===== src/rtl/md_ctrl.sv =====
// Issue and hazard controller for the mul/div unit: decodes E-stage opcodes into
// unit strobes, shadows the unit's busy count and raises the D-stage stall.
module md_ctrl #(
  parameter int MUL_LAT = 5,
  parameter int DIV_LAT = 10
) (
  input  logic       clk,
  input  logic       reset,
  input  logic [3:0] e_op,
  input  logic       d_md_use,
  input  logic       unit_busy,
  output logic       md_loen,
  output logic       md_hien,
  output logic       md_mdsel,
  output logic       md_unsigned,
  output logic       md_add,
  output logic       md_rdsel,
  output logic       md_stall,
  output logic [3:0] md_cnt,
  output logic       md_err
);

  // state | meaning
  // IDLE  | unit free, cnt = 0
  // MUL   | multiply/madd in flight, cnt counts down from MUL_LAT
  // DIV   | divide in flight, cnt counts down from DIV_LAT
  typedef enum logic [1:0] {IDLE, MUL, DIV} state_t;

  state_t     state;
  logic [3:0] cnt;
  logic       armed;
  logic       idle;
  logic       is_mul;
  logic       is_div;
  logic       start;
  logic       wr_hi;
  logic       wr_lo;
  logic       illegal;
  logic       mismatch;

  always_comb begin
    idle        = (state == IDLE);
    is_mul      = (e_op == 4'd1) || (e_op == 4'd2) || (e_op == 4'd5) || (e_op == 4'd6);
    is_div      = (e_op == 4'd3) || (e_op == 4'd4);
    start       = (is_mul || is_div) && idle;
    wr_hi       = (e_op == 4'd7) && idle;
    wr_lo       = (e_op == 4'd8) && idle;
    // Any opcode that would touch the unit while it is occupied means the stall failed.
    illegal     = (is_mul || is_div || e_op == 4'd7 || e_op == 4'd8) && !idle;
    mismatch    = armed && ((!idle) != unit_busy);
    md_loen     = start || wr_lo;
    md_hien     = start || wr_hi;
    md_mdsel    = start && is_div;
    md_unsigned = start && ((e_op == 4'd2) || (e_op == 4'd4) || (e_op == 4'd6));
    md_add      = start && ((e_op == 4'd5) || (e_op == 4'd6));
    md_rdsel    = (e_op == 4'd9);
    md_stall    = d_md_use && (!idle || start || unit_busy);
    md_cnt      = cnt;
  end

  always_ff @(posedge clk) begin
    if (reset) begin
      state  <= IDLE;
      cnt    <= 4'd0;
      armed  <= 1'b0;
      md_err <= 1'b0;
    end else begin
      if (start) begin
        state <= is_div ? DIV : MUL;
        cnt   <= is_div ? 4'(DIV_LAT) : 4'(MUL_LAT);
        armed <= 1'b1;
      end else if (!idle) begin
        cnt <= cnt - 4'd1;
        if (cnt == 4'd1)
          state <= IDLE;
      end
      if (illegal || mismatch)
        md_err <= 1'b1;
    end
  end

endmodule


===== config.mk =====
export PLATFORM = sky130hd
export DESIGN_NAME = md_ctrl
export DESIGN_NICKNAME = d
export VERILOG_FILES = /design/src/rtl/md_ctrl.sv
export SDC_FILE = /design/constraint.sdc
export NUM_CORES = 1
export LEC_CHECK = 0
export BUFFER_PORTS_ARGS = -buffer_cell sky130_fd_sc_hd__buf_4
export CAP_MARGIN = 40
export CORE_MARGIN = 2
export CORE_UTILIZATION = 40
export DETAILED_ROUTE_END_ITERATION = 6
export PLACE_DENSITY = 0.67
export REMOVE_ABC_BUFFERS = 1
export SYNTH_ARGS = -nofsm -noshare
export SYNTH_HDL_FRONTEND = slang
export SYNTH_SLANG_ARGS = --single-unit

===== constraint.sdc =====
create_clock -name clk -period 2.6 [get_ports clk]
set_input_delay 0.13 -clock clk [delete_from_list [all_inputs] [get_ports clk]]
set_output_delay 0.13 -clock clk [all_outputs]
set_load 0.01 [all_outputs]

==> flow_metrics.py <==
metrics = {
    "critical_path": {
        "worstSetupPathType": "flip-flop to output port",
        "reg2reg_to": "md_cnt[2]",
        "crit_arrival_ns": 1.67,
        "worstPathMaxFanout": 9,
        "r2r_slack_ns": 1.10,
        "required_ns": 2.47,
        "end_kind": "output port",
        "r2r_cells": 4,
        "start_kind": "flip-flop",
        "rr_startpoint": "state[1]",
    },
    "power": {
        "p_leak_nw": 0.319,
        "vdd_ir_drop_max_uv": 273,
        "pwr_density_cell_nw_per_um2": 565,
    },
    "hold_path": {
        "worstHoldStart": "reset",
        "hold_depth": 2,
        "min_to": "md_cnt[2]",
        "hp-class": "primary input to flip-flop",
    },
    "placement": {
        "io_buffers": 19,
        "dp_hpwl_um": 933,
        "pre_cts_slack_ns": 1.07,
        "place_area_um2": 681,
        "routabilityCongestion": 0.746,
    },
    "layout": {
        "mostFrequentLayoutCells": "buf_4 (19), nor2_1 (8), dfxtp_1 (8)",
        "drive_gt1_frac": 0.287,
        "area_growth_pct": 28.3,
        "final_area_um2": 703,
        "nNetsFinal": 99,
        "final_common_cell": "buf_4",
        "antenna-diode-count": 0,
    },
    "yosys": {
        "synth_area_um2": 548,
        "ys_ff_latch": 8,
        "synth.avg_cell_area_um2": 7.83,
        "synth_warnings": 0,
        "yosysSeqAreaShare": 0.292,
        "syn_inst": 70,
        "ys_types": 33,
        "synthTopCellsByArea": "dfxtp_1 (29%), nor2_1 (5.5%), ha_1 (4.6%)",
        "synth_top_area_share": 0.292,
        "yosys.area.top_type": "dfxtp_1",
    },
    "sta": {
        "tns_ns": 0,
        "clock_skew_ns": 0.000238,
        "fmax_ghz": 0.555,
        "worst_slack_ns": 0.800,
        "timing_worst_slew_pin_value_ns": 0.569,
        "slew_headroom": 0.621,
        "post-route-min-period_ns": 1.80,
        "hold_violations": 0,
        "hold_slack_ns": 0.0964,
        "rsz0062_at_grt": "no",
        "timing.final.crit_share": 0.692,
        "setup_viol": 0,
        "maxSlewViolCount": 0,
    },
    "outcome": {
        "status": "finished, final reports clean",
    },
    "die": {
        "ios": 20,
        "dieArea_um2": 1680,
        "die_w_um": 41.0,
        "initial_core_util": 0.426,
        "fp.coreArea_um2": 1280,
        "die_h_um": 41.0,
        "rows": 13,
    },
    "route": {
        "ant_nets": 0,
        "dr.pass1.iters": 4,
        "routedWlPerCell_um": 11.8,
        "vias": 548,
        "drtIter0Drc": 9,
        "viasPerCell": 5.37,
        "routed_wl_um": 1210,
        "drc": 0,
    },
    "clock_network": {
        "cts_tree": "yes",
        "postCtsHoldBufs": 0,
        "cts_resized": 0,
        "clk_path_buf_depth": 2,
        "root_buffer": "clkbuf_4",
        "clk_latency_ns": 0.25,
        "htree_levels": 1,
        "clkSinkCount": 8,
        "post-cts-setup-buffer-count": 0,
        "cts_made_buffers": 3,
        "clk_pin_slew_ns": 0.05,
    },
    "global_routing": {
        "antenna_found_initial": 0,
        "grt_max_degree": 17,
        "grt_overflow_total": 0,
        "grt_pass1_vias": 432,
        "grt_usage": 0.174,
        "grt_pass1_wl_um": 1840,
    },
    "flow_run": {
        "cap_violations": 0,
    },
}
==> metrics by stage <==
step | cells | total power, mW | utilization
3_3_place_gp | 99 | 0.304 | 0.530
2_1_floorplan | 65 | 0.242 | -
4_1_cts | 102 | 0.402 | 0.547
3_5_place_dp | 99 | 0.305 | 0.530
5_1_grt | 102 | 0.429 | 0.547
6_report | 102 | 0.397 | 0.547
==> synth_stat cells <==
master / count
dfxtp_1: 8
nor2_1: 8
nand2_1: 6
inv_1: 5
a21oi_1: 4
o21ai_0: 4
o21a_1: 3
buf_2: 2
ha_1: 2
nand3_1: 2
or3_1: 2
xnor2_1: 2
xor2_1: 2
a211oi_1: 1
a21oi_2: 1
a221oi_2: 1
a31oi_1: 1
and2_1: 1
and3_1: 1
buf_1: 1
buf_6: 1
clkbuf_1: 1
mux2i_1: 1
nand4b_1: 1
nor3_1: 1
nor3b_1: 1
nor4_1: 1
o2111a_1: 1
o311a_1: 1
o31a_1: 1
o31ai_1: 1
or2_0: 1
or3_4: 1
==> report_power, final <==
part	internal, mW	switching [mW]
combinational	0.0716	0.0741
clock	0.0529	0.0432
sequential	0.139	0.0165
total	0.263	0.134
==> worst max path at each step <==
stage,slack [ns],depth (start not counted),endpoint,start
after global routing,0.69,4,md_add,state[1]
after CTS,0.78,4,md_add,state[1]
after detailed placement,1.07,4,md_add,state[1]
after global placement,1.12,4,md_add,state[1]
final,0.80,4,md_add,state[1]
after floorplan,1.25,3,md_add,state[1]
==> sequential cells by signal (all words and copies together) (netlist names) <==
name	flops
armed	1
md_cnt	4
md_err	1
state	2
==> worst max-delay path, stage by stage, from the launching register on <==
cell     delay [ns]
dfxtp_1        0.31
or2_0          0.41
or3_4          0.46
nor2_1         0.10
buf_4          0.13
==> cell families (layout without fill, tap and decap cells) <==
family                   after synthesis  after routing  share of synthesized area
XOR/XNOR                               4              4                     0.0639
AND/OR/NAND/NOR                       26             26                      0.242
buffers and inverters                 10             27                     0.0867
flip-flops                             8              8                      0.292
AO/OA/AOI/OAI                         19             19                      0.251
adder cells (fa/ha/maj)                2              2                     0.0457
multiplexers                           1              1                     0.0183
==> area by class of cell <==
type | instances | area (µm²)
Sequential cell | 8 | 160
Clock buffer | 3 | 22.5
Fill cell | 119 | 582
Multi-Input combinational cell | 52 | 340
Inverter | 5 | 18.8
Tap cell | 15 | 18.8
Timing Repair Buffer | 19 | 143
==> metal layers <==
layer  GRT usage  up-vias  wire length, µm
met5           0        -                0
met4       0.125        0               23
met3      0.0489        4               76
met2       0.254       24              545
met1       0.216      237              564
li1            -      283                -
(Power assumes the default switching activity.)
